### src/rtl/cursor_scan_ctrl_pkg.sv
// Shared definitions for the LED-matrix cursor sequencer.
// Contents: default matrix geometry, confirm FSM state encoding and the
// per-button rising-edge event bundle.
package cursor_scan_ctrl_pkg;

    localparam int unsigned COLS_DEF = 5;
    localparam int unsigned ROWS_DEF = 7;

    // Confirm sequence: IDLE -> SETTLE (selector resolves) -> LATCH (capture) -> IDLE
    typedef enum logic [1:0] {
        ST_IDLE   = 2'd0,
        ST_SETTLE = 2'd1,
        ST_LATCH  = 2'd2
    } state_e;

    // One-cycle rising-edge events, one bit per button
    typedef struct packed {
        logic ok;
        logic up;
        logic down;
        logic left;
        logic right;
    } btn_ev_t;

endpackage

### src/rtl/cursor_scan_ctrl_if.sv
// Button / selector / cursor bundle between the sequencer and its surroundings.
// slave  : the cursor_scan_ctrl side (takes buttons and dmx4_sel, drives cursor and select).
// master : the environment side (button front end and coordinate selector).
interface cursor_scan_ctrl_if;
    logic       btn_up;
    logic       btn_down;
    logic       btn_left;
    logic       btn_right;
    logic       btn_ok;
    logic [1:0] dmx4_sel;
    logic [2:0] mdc;
    logic [2:0] mdl;
    logic [1:0] sel_out;
    logic       sel_valid;
    logic       busy;

    modport slave (
        input  btn_up, btn_down, btn_left, btn_right, btn_ok, dmx4_sel,
        output mdc, mdl, sel_out, sel_valid, busy
    );

    modport master (
        output btn_up, btn_down, btn_left, btn_right, btn_ok, dmx4_sel,
        input  mdc, mdl, sel_out, sel_valid, busy
    );
endinterface

### src/rtl/cursor_scan_ctrl_edge.sv
// Rising-edge detector for one synchronized button level.
// Ports: clk, rst (sync, active-high), btn_i (level), pulse_o (registered
// one-cycle pulse on each 0->1 sample; a held level never repeats).
module btn_edge_detect (
    input  logic clk,
    input  logic rst,
    input  logic btn_i,
    output logic pulse_o
);
    logic hist_q;
    logic pulse_q;

    always_ff @(posedge clk) begin
        if (rst) begin
            hist_q  <= 1'b0;
            pulse_q <= 1'b0;
        end else begin
            hist_q  <= btn_i;
            pulse_q <= btn_i & ~hist_q;
        end
    end

    assign pulse_o = pulse_q;
endmodule

### src/rtl/cursor_scan_ctrl.sv
// LED-matrix cursor sequencer.
// Holds the cursor (mdc column, mdl line), moves it with wrap on button edges,
// runs the confirm sequence that latches the external selector's dmx4_sel, and
// scans the matrix columns drawing a blinking cursor dot.
// Ports: clk, rst (sync, active-high), bus (cursor_scan_ctrl_if.slave),
//        col_n (active-low one-hot column), row (active-high line drive).
module cursor_scan_ctrl
    import cursor_scan_ctrl_pkg::*;
#(
    parameter int unsigned COLS         = COLS_DEF,
    parameter int unsigned ROWS         = ROWS_DEF,
    parameter int unsigned SCAN_DIV     = 1000,
    parameter int unsigned BLINK_FRAMES = 32
) (
    input  logic                 clk,
    input  logic                 rst,
    cursor_scan_ctrl_if.slave    bus,
    output logic [COLS-1:0]      col_n,
    output logic [ROWS-1:0]      row
);
    localparam int unsigned PW = $clog2(SCAN_DIV);
    localparam int unsigned FW = (BLINK_FRAMES > 1) ? $clog2(BLINK_FRAMES) : 1;

    btn_ev_t        ev;
    state_e         state_q;
    logic [2:0]     mdc_q, mdc_d, mdl_q, mdl_d;
    logic [1:0]     sel_out_q;
    logic           sel_valid_q, busy_q;
    logic [PW-1:0]  presc_q, presc_d;
    logic [2:0]     col_idx_q, col_idx_d;
    logic [FW-1:0]  frame_q, frame_d;
    logic           blink_q, blink_d;
    logic [COLS-1:0] col_n_q, col_n_d;
    logic [ROWS-1:0] row_q, row_d;
    logic           presc_tc, col_wrap;

    btn_edge_detect u_ok    (.clk(clk), .rst(rst), .btn_i(bus.btn_ok),    .pulse_o(ev.ok));
    btn_edge_detect u_up    (.clk(clk), .rst(rst), .btn_i(bus.btn_up),    .pulse_o(ev.up));
    btn_edge_detect u_down  (.clk(clk), .rst(rst), .btn_i(bus.btn_down),  .pulse_o(ev.down));
    btn_edge_detect u_left  (.clk(clk), .rst(rst), .btn_i(bus.btn_left),  .pulse_o(ev.left));
    btn_edge_detect u_right (.clk(clk), .rst(rst), .btn_i(bus.btn_right), .pulse_o(ev.right));

    // Cursor move: only in IDLE, one action per cycle, ok > up > down > left > right
    always_comb begin
        mdc_d = mdc_q;
        mdl_d = mdl_q;
        if (state_q == ST_IDLE && !ev.ok) begin
            if (ev.up)
                mdl_d = (mdl_q == 3'd0) ? 3'(ROWS - 1) : mdl_q - 3'd1;
            else if (ev.down)
                mdl_d = (mdl_q == 3'(ROWS - 1)) ? 3'd0 : mdl_q + 3'd1;
            else if (ev.left)
                mdc_d = (mdc_q == 3'd0) ? 3'(COLS - 1) : mdc_q - 3'd1;
            else if (ev.right)
                mdc_d = (mdc_q == 3'(COLS - 1)) ? 3'd0 : mdc_q + 3'd1;
        end
    end

    // Scan prescaler, column index, frame counter and blink phase
    always_comb begin
        presc_tc  = (presc_q == PW'(SCAN_DIV - 1));
        col_wrap  = presc_tc && (col_idx_q == 3'(COLS - 1));
        presc_d   = presc_tc ? '0 : presc_q + PW'(1);
        col_idx_d = col_idx_q;
        frame_d   = frame_q;
        blink_d   = blink_q;
        if (presc_tc)
            col_idx_d = col_wrap ? 3'd0 : col_idx_q + 3'd1;
        if (col_wrap) begin
            if (frame_q == FW'(BLINK_FRAMES - 1)) begin
                frame_d = '0;
                blink_d = ~blink_q;
            end else begin
                frame_d = frame_q + FW'(1);
            end
        end
        // Drives are computed from next state so the registered outputs track the current state
        col_n_d = ~(COLS'(1) << col_idx_d);
        row_d   = (col_idx_d == mdc_d && blink_d) ? (ROWS'(1) << mdl_d) : '0;
    end

    // Confirm FSM and cursor registers
    always_ff @(posedge clk) begin
        if (rst) begin
            state_q     <= ST_IDLE;
            mdc_q       <= 3'd0;
            mdl_q       <= 3'd0;
            sel_out_q   <= 2'd0;
            sel_valid_q <= 1'b0;
            busy_q      <= 1'b0;
        end else begin
            mdc_q       <= mdc_d;
            mdl_q       <= mdl_d;
            sel_valid_q <= 1'b0;
            case (state_q)
                ST_IDLE: begin
                    if (ev.ok) begin
                        state_q <= ST_SETTLE;
                        busy_q  <= 1'b1;
                    end
                end
                ST_SETTLE: begin
                    // Cursor has been stable for a full cycle: capture the selector result
                    state_q     <= ST_LATCH;
                    sel_out_q   <= bus.dmx4_sel;
                    sel_valid_q <= 1'b1;
                end
                ST_LATCH: begin
                    state_q <= ST_IDLE;
                    busy_q  <= 1'b0;
                end
                default: begin
                    state_q <= ST_IDLE;
                    busy_q  <= 1'b0;
                end
            endcase
        end
    end

    // Column scan and blink registers
    always_ff @(posedge clk) begin
        if (rst) begin
            presc_q   <= '0;
            col_idx_q <= 3'd0;
            frame_q   <= '0;
            blink_q   <= 1'b1;
            col_n_q   <= ~COLS'(1);
            row_q     <= '0;
        end else begin
            presc_q   <= presc_d;
            col_idx_q <= col_idx_d;
            frame_q   <= frame_d;
            blink_q   <= blink_d;
            col_n_q   <= col_n_d;
            row_q     <= row_d;
        end
    end

    assign bus.mdc       = mdc_q;
    assign bus.mdl       = mdl_q;
    assign bus.sel_out   = sel_out_q;
    assign bus.sel_valid = sel_valid_q;
    assign bus.busy      = busy_q;
    assign col_n         = col_n_q;
    assign row           = row_q;
endmodule
### src/flat_wrapper.sv
// flat-port wrapper written by rule: the top's interface ports become plain ports
module cursor_scan_ctrl_flat import cursor_scan_ctrl_pkg::*;
#(
    parameter int unsigned COLS         = COLS_DEF,
    parameter int unsigned ROWS         = ROWS_DEF,
    parameter int unsigned SCAN_DIV     = 1000,
    parameter int unsigned BLINK_FRAMES = 32
)
  (clk, rst, col_n, row, bus_btn_up, bus_btn_down, bus_btn_left, bus_btn_right, bus_btn_ok, bus_dmx4_sel, bus_mdc, bus_mdl, bus_sel_out, bus_sel_valid, bus_busy);
  cursor_scan_ctrl_if bus_i ();
  input  logic clk;
  input  logic rst;
  output logic [COLS-1:0] col_n;
  output logic [ROWS-1:0] row;
  input wire logic [$bits(bus_i.btn_up)-1:0] bus_btn_up;
  input wire logic [$bits(bus_i.btn_down)-1:0] bus_btn_down;
  input wire logic [$bits(bus_i.btn_left)-1:0] bus_btn_left;
  input wire logic [$bits(bus_i.btn_right)-1:0] bus_btn_right;
  input wire logic [$bits(bus_i.btn_ok)-1:0] bus_btn_ok;
  input wire logic [$bits(bus_i.dmx4_sel)-1:0] bus_dmx4_sel;
  output wire logic [$bits(bus_i.mdc)-1:0] bus_mdc;
  output wire logic [$bits(bus_i.mdl)-1:0] bus_mdl;
  output wire logic [$bits(bus_i.sel_out)-1:0] bus_sel_out;
  output wire logic [$bits(bus_i.sel_valid)-1:0] bus_sel_valid;
  output wire logic [$bits(bus_i.busy)-1:0] bus_busy;
  assign bus_i.btn_up = bus_btn_up;
  assign bus_i.btn_down = bus_btn_down;
  assign bus_i.btn_left = bus_btn_left;
  assign bus_i.btn_right = bus_btn_right;
  assign bus_i.btn_ok = bus_btn_ok;
  assign bus_i.dmx4_sel = bus_dmx4_sel;
  assign bus_mdc = bus_i.mdc;
  assign bus_mdl = bus_i.mdl;
  assign bus_sel_out = bus_i.sel_out;
  assign bus_sel_valid = bus_i.sel_valid;
  assign bus_busy = bus_i.busy;
  cursor_scan_ctrl #(.COLS(COLS), .ROWS(ROWS), .SCAN_DIV(SCAN_DIV), .BLINK_FRAMES(BLINK_FRAMES)) u_core (.clk(clk), .rst(rst), .bus(bus_i), .col_n(col_n), .row(row));
endmodule
### config.mk
export PLATFORM = sky130hd
export DESIGN_NAME = cursor_scan_ctrl_flat
export DESIGN_NICKNAME = d
export VERILOG_FILES = /design/src/rtl/cursor_scan_ctrl_pkg.sv /design/src/rtl/cursor_scan_ctrl_if.sv /design/src/rtl/cursor_scan_ctrl_edge.sv /design/src/rtl/cursor_scan_ctrl.sv /design/src/flat_wrapper.sv
export SDC_FILE = /design/constraint.sdc
export NUM_CORES = 1
export LEC_CHECK = 0
export CAP_MARGIN = 10
export CELL_PAD_IN_SITES_DETAIL_PLACEMENT = 1
export CELL_PAD_IN_SITES_GLOBAL_PLACEMENT = 1
export CORE_MARGIN = 4
export CORE_UTILIZATION = 45
export DETAILED_ROUTE_END_ITERATION = 8
export GPL_TIMING_DRIVEN = 1
export PLACE_DENSITY_LB_ADDON = 0.3
export SETUP_SLACK_MARGIN = 0.15
export SLEW_MARGIN = 20
export SYNTH_ARGS = -nofsm -noshare
export SYNTH_HDL_FRONTEND = slang
export SYNTH_HIERARCHICAL = 1
export SYNTH_SLANG_ARGS = --single-unit
### constraint.sdc
create_clock -name clk -period 5.2 [get_ports clk]
set_input_delay 1.04 -clock clk [delete_from_list [all_inputs] [get_ports clk]]
set_output_delay 1.04 -clock clk [all_outputs]
set_load 0.01 [all_outputs]
==> results of run 1 <==
[Yosys cell counts, drive strengths merged (2+ instances only)]
| library cell | n | area share (%) |
|---|---|---|
| a21o | 2 | 0.65 |
| a21oi | 11 | 2.4 |
| and3 | 3 | 0.81 |
| clkbuf | 6 | 0.98 |
| dfxtp | 53 | 46 |
| ha | 13 | 7.1 |
| inv | 9 | 1.5 |
| mux2i | 9 | 4.5 |
| nand2 | 11 | 1.8 |
| nand2b | 6 | 1.6 |
| nand3 | 10 | 2.2 |
| nor2 | 39 | 6.4 |
| nor2b | 13 | 3.5 |
| nor3 | 13 | 2.8 |
| nor3b | 6 | 3.0 |
| nor4b | 2 | 1.4 |
| o21ai | 5 | 1.1 |
| o41ai | 2 | 0.76 |
| or3 | 2 | 0.76 |
| xnor2 | 6 | 2.6 |
| xor2 | 6 | 2.6 |
[layout make-up]
cell class	instances	area [sq um]	share of cell area [%]
clock buffers	7	86.33	3.128
multi-input cells	173	1187	43.02
repair buffers	31	307.8	11.15
flip-flops and latches	53	1061	38.44
well taps	67	83.83	3.037
inverters	9	33.78	1.224
[through the flow]
stage | instances | hold slack (ps) | setup WS (ps) | instance area [sq um] | util (%)
final | 340 | 408.2 | 2698 | 2760 | 56.93
after global routing | 340 | 425.1 | 2508 | 2760 | 56.93
after CTS | 340 | 412.8 | 2672 | 2760 | 56.93
after detailed placement | 333 | 398.0 | 2338 | 2674 | 55.15
after global placement | 333 | 392.5 | 2408 | 2674 | 55.15
after floorplan | 241 | 386.8 | 3103 | 2305 | -
[registers in the layout, indices dropped and copies added, names as in the netlist, 2 cells and up]
signal and flops:
u_core/col_idx_q 3, u_core/bus.mdl 3, u_core/bus.sel_out 2, u_core/state_q 2, u_core/presc_q 10, u_core/col_n 5
u_core/frame_q 5, u_core/bus.mdc 3, u_core/row 7
[power by group]
group          internal, uW  switching [uW]  total [uW]
Sequential              420            11.8         432
Clock                   106             123         229
Combinational          48.6            51.3        99.9
Total                   574             186         760
[worst register-to-register path, cell delays in order, from the launching register on]
cell	delay (ps)
sky130_fd_sc_hd__dfxtp_1	360
sky130_fd_sc_hd__or3b_4	420
sky130_fd_sc_hd__nor3_1	340
sky130_fd_sc_hd__mux2i_1	700
sky130_fd_sc_hd__xnor2_2	210
sky130_fd_sc_hd__o211ai_4	150
sky130_fd_sc_hd__nor4b_4	210
[cells in the final DEF (no fill, tap or decap), drive strengths merged, types with 7 or more instances in the layout]
| master | netlist | routed |
|---|---|---|
| ha | 13 | 13 |
| mux2i | 9 | 9 |
| clkdlybuf4s50 | 0 | 30 |
| dfxtp | 53 | 53 |
| nor2b | 13 | 13 |
| nand3 | 10 | 10 |
| nor2 | 39 | 39 |
| a21oi | 11 | 11 |
| clkbuf | 6 | 7 |
| inv | 9 | 9 |
| nand2 | 11 | 11 |
| nor3 | 13 | 13 |
[logic make-up (layout without fill, tap and decap cells)]
group           after synthesis  after routing
compound gates               28             28
flops                        53             53
fa+ha+maj                    13             13
buf+inv                      15             47
xor+xnor                     12             12
simple gates                111            111
mux                           9              9
[metal layers]
layer	global-route usage [%]	vias to the layer above
met1	19.37	814
met4	5.842	0
met2	27.30	28
met3	5.643	6
li1	-	884
met5	0	-
[worst paths after layout]
path / cells after the start / endpoint / slack [ps] / from
setup / recovery: 4 / u_core/col_n[2] / 2700 / rst
hold / removal: 1 / u_core/u_down/pulse_o / 410 / u_core/u_down/hist_q
setup reg to reg: 6 / u_core/row[3] / 2720 / u_core/presc_q[3]
hold reg to reg: 1 / u_core/u_down/pulse_o / 410 / u_core/u_down/hist_q
==> out/results.txt, run 1 <==
Number of fillers in the final layout -> 553
Worst-case clock buffer depth -> 2
Complex-gate fraction of the synthesized area -> 8.415%
Largest delay share family, worst path -> buffers and inverters
Final routed wire length divided by cell count -> 13.37 microns
DR vias -> 1732
Die area -> 0.006331 sq mm
H-tree levels -> 2
Buffer type at the clock tree root -> sky130_fd_sc_hd__clkbuf_8
Nets in the synthesized netlist -> 263
Total DRC errors in the routed layout -> 0
Drt via density -> 5.094
Endpoints failing hold -> 0
Worst-Skew Late Latency -> 300 ps
Final clock period utilization by the worst path -> 48.11%
Total of warnings raised by yosys -> 6
Netlist cell types -> 42
Rows -> 25
RSZ-0062 raised after global routing -> no
Number of global-route vias before repair -> 1781
Placer's final routability congestion estimate -> 0.7781
Post-layout minimum cycle time -> 2502 ps
Share of cells above drive strength 1 -> 7.326%
Startpoint type of the worst setup path -> input port
Worst-path cell chain -> clkdlybuf4s50_1 > buf_4 > nor3_1 > nand2_1
Accumulated negative setup slack -> 0 ps
Post-Route M1 WL -> 2090 microns
Share of the yosys chip area belonging to registers -> 46.04%
Share of the synthesized netlist area taken by xor and xnor gates -> 5.212%
DRT Wirelength -> 4546 microns
Worst VDD drop -> 0.0001979 V
Crit path kind -> input port to register
Relative slew margins -> 31.65%
Main combinational cell family by area after synthesis -> simple AND/OR/NAND/NOR gates
Crit end category -> register
Die Wd -> 79.57 microns
Peak fanout along the critical path -> 22
Number of cells produced by synthesis -> 241
Pin count of the biggest net entering global routing -> 23
TritonCTS clock tree -> built
Routed met2 length -> 2167 microns
WP data required -> 5360 ps
Proportion of synthesized flip-flops having asynchronous set or reset -> 0%
Fraction of the mapped netlist area in simple logic gates -> 26.38%
CP max stage delay -> 820 ps
Number of antenna violations at the first check in global routing -> 0
IO buf count -> 30
Number of max-cap violations -> 0
Count of hold-fix buffers inserted at cts -> 0
Routed met3 length -> 228 microns
Areal power density over the cells -> 275.5 mW/mm^2
GRT Resource Usage Total -> 16.35%
Final layout net count -> 295
Highest signal layer in the routed design -> met4
Total setup violations reported at the end of the flow -> 0
First drt pass iteration count -> 4
Sink count of the clock tree -> 53
Share of cell area taken by muxes after synthesis -> 4.452%
Final antenna diode count -> 0
Mean instance size in the synthesized netlist -> 9.563 sq um
Overall power -> 760.4 uW
Area growth from synthesis to layout -> 19.76%
Least-Margin Pin Slew -> 1012 ps
Number of cells upsized or downsized after cts -> 0
Post-synthesis instance area -> 0.002305 sq mm
Arrival time at the worst endpoint -> 2660 ps
Flop and latch count out of synthesis -> 53
Leading register cell type out of synthesis -> sky130_fd_sc_hd__dfxtp_1
Status -> completed
Starting density of the core -> 47.54%
Half-perimeter wire length after placement -> 3396 microns
Antenna violation net count after detailed routing -> 0
Placeable core region -> 0.004848 sq mm
Leak Pwr -> 0.001077 uW
Total I/O pin count -> 31
Die outline height -> 79.57 microns
Count of buffers added by post-CTS timing repair for setup -> 0
Fin. max-slew vios -> 0
TritonCTS buffer count -> 5
Critical Path Slowest Stage Cell -> sky130_fd_sc_hd__clkdlybuf4s50_1
Clock-pin transition on the worst setup and hold timing paths -> 90 ps
Max Freq -> 399.7 MHz
Buffer and inverter count on the worst path -> 2
Adder-Cell Fraction of Synth Area -> 7.058%
Path class of the lowest-slack min-delay path -> register to register
Wire length of the first global-routing pass -> 8190 microns
Detailed router's first-iteration violation count -> 33
Clock Skew -> 5.878 ps
Final global-route overflow total -> 0
Number of enable flip-flop cells after synthesis -> 0
Note: power is estimated with default switching activity, not from simulation.
==> run 2, diff against run 1 <==
Settings changed: CORE_UTILIZATION 45 to 37.
Clock period 5.2 ns to 2.3 ns, I/O delays scaled along.
==> out/results.txt, run 2 (synthesis results as in run 1) <==
Least-Margin Pin Slew -> 948.4 ps
WP data required -> 2520 ps
Relative slew margins -> 35.94%
IO buf count -> 30
Final global-route overflow total -> 0
Status -> completed
Most frequent cells in the layout -> sky130_fd_sc_hd__dfxtp_1 (45), sky130_fd_sc_hd__nor2_1 (39), sky130_fd_sc_hd__clkdlybuf4s50_1 (30), sky130_fd_sc_hd__nor2b_1 (13)
Starting density of the core -> 38.47%
Leak Pwr -> 0.001140 uW
Half-perimeter wire length after placement -> 3633 microns
Hold Worst Slack -> 407.6 ps
Post-placement cell area -> 0.002734 sq mm
Wire length of the first global-routing pass -> 8569 microns
Die outline height -> 86.93 microns
Buffer and inverter count on the worst path -> 0
Hold worst-path end -> u_core/u_left/pulse_o
Endpoints failing hold -> 0
Peak fanout along the critical path -> 7
DR vias -> 1793
Placer's final routability congestion estimate -> 0.7527
Arrival time at the worst endpoint -> 2270 ps
Share of cells above drive strength 1 -> 18.44%
Path class of the lowest-slack min-delay path -> register to register
Largest delay share family, worst path -> simple AND/OR/NAND/NOR gates
Worst VDD drop -> 0.0003466 V
Rows -> 28
Die Wd -> 86.93 microns
Worst-Skew Late Latency -> 300 ps
Number of max-cap violations -> 0
Post-layout minimum cycle time -> 2043 ps
Total setup violations reported at the end of the flow -> 0
Max Freq -> 489.4 MHz
Total stage count of the critical path -> 6
Total DRC errors in the routed layout -> 0
Number of global-route vias before repair -> 1881
TritonCTS clock tree -> built
Critical Path Slowest Stage Cell -> sky130_fd_sc_hd__or3b_4
Drt via density -> 5.022
CP max stage delay -> 430 ps
Crit end category -> register
Count of hold-fix buffers inserted at cts -> 0
Launch instance of the worst register-to-register path -> u_core/presc_q[4]
Most common library cell in the layout ignoring fill and taps -> sky130_fd_sc_hd__dfxtp_1
Final routed wire length divided by cell count -> 14.24 microns
Clock Skew -> 6.593 ps
First drt pass iteration count -> 4
Worst-case register-to-register setup slack -> 260 ps
Areal power density over the cells -> 589.0 mW/mm^2
Startpoint type of the worst setup path -> register
RSZ-0062 raised after global routing -> no
H-tree levels -> 2
Clock-pin transition on the worst setup and hold timing paths -> 100 ps
Number of antenna violations at the first check in global routing -> 0
Total I/O pin count -> 31
Most flops, register -> u_core/presc_q
Antenna violation net count after detailed routing -> 0
Sink count of the clock tree -> 53
Worst-path cell chain -> or3b_4 > or3_4 > mux2i_4 > xor2_2 > o211ai_4 > nor4b_4
TritonCTS buffer count -> 5
Pin count of the biggest net entering global routing -> 34
DRT Wirelength -> 5084 microns
Crit path kind -> register to register
Placeable core region -> 0.005991 sq mm
Final layout net count -> 303
Fin. max-slew vios -> 0
Final clock period utilization by the worst path -> 88.85%
Buffer type at the clock tree root -> sky130_fd_sc_hd__clkbuf_8
Total non-filler cell area in the finished layout -> 0.002960 sq mm
Startpoint of the tightest hold check path -> u_core/u_left/hist_q
Worst Reg2Reg Path Length in Cells -> 6
Worst r2r dst -> u_core/row[3]
GRT Resource Usage Total -> 14.23%
Detailed router's first-iteration violation count -> 64
Area growth from synthesis to layout -> 28.45%
Worst-case clock buffer depth -> 2
Final antenna diode count -> 0
Hold-critical path depth -> 1
Die area -> 0.007556 sq mm
Largest register FFs -> 10
## run 2: what timing repair did
action | 4_1_cts | 5_1_grt
setup buffers | 2 | 1
resized for setup | 4 | 23
pin swaps | 1 | 5
setup endpoints to repair | 7 | 10
## run 2: power breakdown
part | leakage, uW | total (uW) | internal, uW | switching, uW
registers | 0.000435 | 978 | 950 | 27.4
logic | 0.000661 | 252 | 123 | 130
clock network | 0.0000439 | 513 | 211 | 303
## run 2: area by class of cell
type                       instances  area, sq um
sequential                        53         1071
clock buffer                       5        68.82
fill                             675         3030
timing repair buffer              39        380.4
multi-input combinational        173         1295
inverter                           9        33.78
clock inverter                     3        17.52
tap                               75        93.84
## run 2: per-layer routing
metal | share of wire [%] | vias up | GRT usage (%)
li1 | - | 903 | -
met1 | 48 | 863 | 17.78
met2 | 48 | 25 | 23.74
met3 | 2.5 | 2 | 3.217
met4 | 0.92 | 0 | 5.524
met5 | 0 | - | 0
## run 2: metrics by stage
stage          power, uW  TNS [ps]  setup WS, ps  std cells  utilization (%)
4_1_cts             1753         0         150.4        356            47.58
3_3_place_gp        1230         0         120.5        346            45.63
2_1_floorplan       1141         0         203.4        241                -
6_report            1744         0         256.6        357            49.42
5_1_grt             1838         0         149.6        357            49.42
3_5_place_dp        1237    -22.13        -11.57        346            45.63
## run 2: worst max path at each step
stage                                  from            end
after global placement    u_core/state_q[1]  u_core/row[3]
final                     u_core/presc_q[4]  u_core/row[3]
after floorplan           u_core/presc_q[3]  u_core/row[3]
after global routing      u_core/presc_q[4]  u_core/row[3]
after CTS                 u_core/state_q[1]  u_core/row[4]
after detailed placement  u_core/frame_q[0]  u_core/row[5]
==> run 3, diff against run 2 <==
Settings changed: GPL_ROUTABILITY_DRIVEN from default to 0, PLACE_DENSITY_LB_ADDON 0.3 to 0.1.
==> out/results.txt, run 3 (synthesis results as in run 1) <==
Final antenna diode count -> 0
Worst-case clock buffer depth -> 2
Number of fillers in the final layout -> 675
Peak fanout along the critical path -> 7
Number of antenna violations at the first check in global routing -> 0
Arrival time at the worst endpoint -> 2290 ps
Worst-Skew Late Latency -> 310 ps
Number of max-cap violations -> 0
Final routed wire length divided by cell count -> 13.41 microns
Sink count of the clock tree -> 53
Die Wd -> 86.93 microns
Antenna violation net count after detailed routing -> 0
Half-perimeter wire length after placement -> 3528 microns
Wire length of the first global-routing pass -> 8438 microns
DRT Wirelength -> 4828 microns
Clock Skew -> 13.49 ps
Least-Margin Pin Slew -> 563.5 ps
Largest register FFs -> 10
TritonCTS buffer count -> 5
Leak Pwr -> 0.001161 uW
First drt pass iteration count -> 4
Detailed router's first-iteration violation count -> 48
Total I/O pin count -> 31
Clock-pin transition on the worst setup and hold timing paths -> 90 ps
Most flops, register -> u_core/presc_q
Areal power density over the cells -> 603.5 mW/mm^2
Share of cells above drive strength 1 -> 17.19%
Total setup violations reported at the end of the flow -> 0
Max Freq -> 482.2 MHz
WP data required -> 2520 ps
Startpoint type of the worst setup path -> register
Accumulated negative setup slack -> 0 ps
Overall power -> 1793 uW
Relative slew margins -> 62.02%
Most frequent cells in the layout -> sky130_fd_sc_hd__dfxtp_1 (49), sky130_fd_sc_hd__nor2_1 (39), sky130_fd_sc_hd__clkdlybuf4s50_1 (30), sky130_fd_sc_hd__nor2b_1 (13)
Final global-route overflow total -> 0
Endpoints failing hold -> 0
Placeable core region -> 0.005991 sq mm
Buffer type at the clock tree root -> sky130_fd_sc_hd__clkbuf_8
Area growth from synthesis to layout -> 28.94%
Fin. max-slew vios -> 0
Count of hold-fix buffers inserted at cts -> 0
Status -> completed
Pin count of the biggest net entering global routing -> 21
Crit path kind -> register to register
Crit end category -> register
Path class of the lowest-slack min-delay path -> register to register
Starting density of the core -> 38.47%
DR vias -> 1743
RSZ-0062 raised after global routing -> yes
Die area -> 0.007556 sq mm
Final clock period utilization by the worst path -> 90.17%
Final layout net count -> 306
H-tree levels -> 2
Most common library cell in the layout ignoring fill and taps -> sky130_fd_sc_hd__dfxtp_1
Post-layout minimum cycle time -> 2074 ps
GRT Resource Usage Total -> 13.94%
IO buf count -> 30
Drt via density -> 4.842
TritonCTS clock tree -> built
Total DRC errors in the routed layout -> 0
Number of global-route vias before repair -> 1816
Die outline height -> 86.93 microns
Rows -> 28
Worst VDD drop -> 0.0003207 V
run 3: metal layers:
metal	up-vias	routed length, microns	track usage [%]	part of all wire [%]
met3	4	204	3.406	4.2
met4	0	51	4.674	1.1
met2	25	2167	22.22	45
met5	-	0	0	0
met1	810	2404	18.43	50
li1	904	-	-	-
run 3: metrics by stage:
stage	hold slack, ps	std cells	setup WS [ps]	area [sq um]	util (%)
3_5_place_dp	397.7	348	31.01	2736	45.68
2_1_floorplan	386.8	241	203.4	2305	-
5_1_grt	422.6	360	130.1	2972	49.60
3_3_place_gp	392.6	348	41.57	2736	45.68
4_1_cts	414.1	359	173.4	2884	48.14
6_report	409.9	360	226.0	2972	49.60
run 3: worst paths after layout:
kind,start,endpoint,slack [ps],depth (start not counted)
max,u_core/presc_q[3],u_core/row[3],230,6
min,u_core/u_up/hist_q,u_core/u_up/pulse_o,410,1
min reg2reg,u_core/u_up/hist_q,u_core/u_up/pulse_o,410,1
max reg2reg,u_core/presc_q[3],u_core/row[3],230,6
run 3: cell type report:
cell class,instances,area (sq um),area share [%]
clock buffer,6,82.58,2.779
clock inverter,2,17.52,0.5895
inverter,9,33.78,1.137
multi-input combinational,173,1287,43.33
sequential,53,1066,35.87
tap,75,93.84,3.158
timing repair buffer,42,390.4,13.14
run 3: timing repair:
| item | CTS | global route |
|---|---|---|
| buffers inserted | 3 | 1 |
| setup endpoints to repair | 7 | 8 |
| cloned | 0 | 0 |
| pin swaps | 0 | 5 |
| hold endpoints to repair | 0 | 0 |
| gates resized for setup | 5 | 16 |
run 3: report_power, final:
group | internal [uW] | switching [uW] | leakage (uW)
clock | 250 | 313 | 0.0000518
sequential | 950 | 26.5 | 0.000434
combinational | 125 | 129 | 0.000676
run 3: worst max-delay path: stages, from the launching register on:
cell and delay [ps]:
sky130_fd_sc_hd__dfxtp_2 350, sky130_fd_sc_hd__or3b_4 440, sky130_fd_sc_hd__or3_4 400, sky130_fd_sc_hd__mux2i_4 220, sky130_fd_sc_hd__xor2_2 210, sky130_fd_sc_hd__o211ai_4 150, sky130_fd_sc_hd__nor4b_4 230
==> patch, RTL diff (flow settings as in run 3) <==
Encoding of `state_e`: now one-hot (3 bits for 3 states).
--- a/src/rtl/cursor_scan_ctrl_pkg.sv
+++ b/src/rtl/cursor_scan_ctrl_pkg.sv
@@ -7,10 +7,10 @@
     localparam int unsigned ROWS_DEF = 7;
 
     // Confirm sequence: IDLE -> SETTLE (selector resolves) -> LATCH (capture) -> IDLE
-    typedef enum logic [1:0] {
-        ST_IDLE   = 2'd0,
-        ST_SETTLE = 2'd1,
-        ST_LATCH  = 2'd2
+    typedef enum logic [2:0] {
+        ST_IDLE   = 3'b001,
+        ST_SETTLE = 3'b010,
+        ST_LATCH  = 3'b100
     } state_e;
 
     // One-cycle rising-edge events, one bit per button
Function: same outputs for any inputs over 10 cycles, from zero or initial values and one cycle with rst high; not proved beyond that.
==> patch against run 3 <==
Cell area grew 5.7%. Utilization grew 2.8 points. Clock power grew 36%. Sequential power grew 2.2%. Power grew 16%. Global-route usage grew 0.48 points. Sequential cell count grew 1. Synthesized cell count grew 2.9%. Critical path depth grew 1. Area after synthesis grew 0.38%. Wire length grew 6.8%. Worst setup slack lost 95 ps.
==> patch: results (changes against run 3) <==
power.total_mw: 2.08  # was 1.79 mW
pre_cts_ws_ps: -7.69  # was 31.0 ps
hold_ws_ps: 408  # was 410 ps
via_per_inst: 4.97  # was 4.84
grtUsageMet2: 0.215  # was 0.222
sh_seq_area: 0.346  # was 0.359
layout-area-overhead-vs-synth_pct: 35.7  # was 28.9%
fin_nets: 317  # was 306
grt_max_degree: 17  # was 21
status: "finished clean"  # unchanged
place_area_mm2: 0.00274  # about the same
syn_avg_cell_area_um2: 9.33  # was 9.56 µm²
grt_pass1_vias: 1896  # was 1816
ys_top_cells_by_area: "dfxtp_1 (47%), ha_1 (7.0%), nor2_1 (5.2%)"  # was dfxtp_1 (46%), ha_1 (7.1%), nor2_1 (6.4%)
routed-wl-met2_um: 2310  # was 2170 µm
inv_count: 11  # was 9
clock_sinks: 54  # was 53
fin_crit_sh: 0.943  # was 0.902
dp_hpwl_um: 3640  # was 3530 µm
signal_buffers: 47  # was 42
met3_length_um: 191  # was 204 µm
leakage_nw: 1.20  # was 1.16 nW
p_comb_mw: 0.313  # was 0.253 mW
fin_skew_ps: 7.11  # was 13.5 ps
dpl.cell_count: 355  # was 348
wl_met1_um: 2580  # was 2400 µm
wl_um: 5160  # was 4830 µm
syn_nets: 270  # was 263
post-cts-setup-buffers: 1  # was 3
max_stage_delay_ps: 560  # was 440 ps
r2r_slack_ps: 130  # was 230 ps
drtIter0Drc: 43  # was 48
==> patch: path summary, 6_finish.rpt <==
| path | endpoint | from | cells past startpoint |
|---|---|---|---|
| worst max register to register | u_core/row[1]$_SDFF_PP0_ | u_core/state_q[1]$_SDFFE_PP0P_ | 7 |
| worst min-delay path | u_core/u_ok/pulse_o$_SDFF_PP0_ | u_core/u_ok/hist_q$_SDFF_PP0_ | 1 |
| worst max-delay path | u_core/row[1]$_SDFF_PP0_ | u_core/state_q[1]$_SDFFE_PP0P_ | 7 |
| worst min register to register | u_core/u_ok/pulse_o$_SDFF_PP0_ | u_core/u_ok/hist_q$_SDFF_PP0_ | 1 |
==> patch: kinds of logic (layout without fill, tap and decap cells) <==
logic type,after synthesis,after routing,synth area share
buf+inv,18,66,0.0324
compound gates,37,37,0.0925
mux,6,6,0.0260
flops,54,54,0.467
fa+ha+maj,13,13,0.0703
xor+xnor,12,12,0.0519
simple gates,108,108,0.260
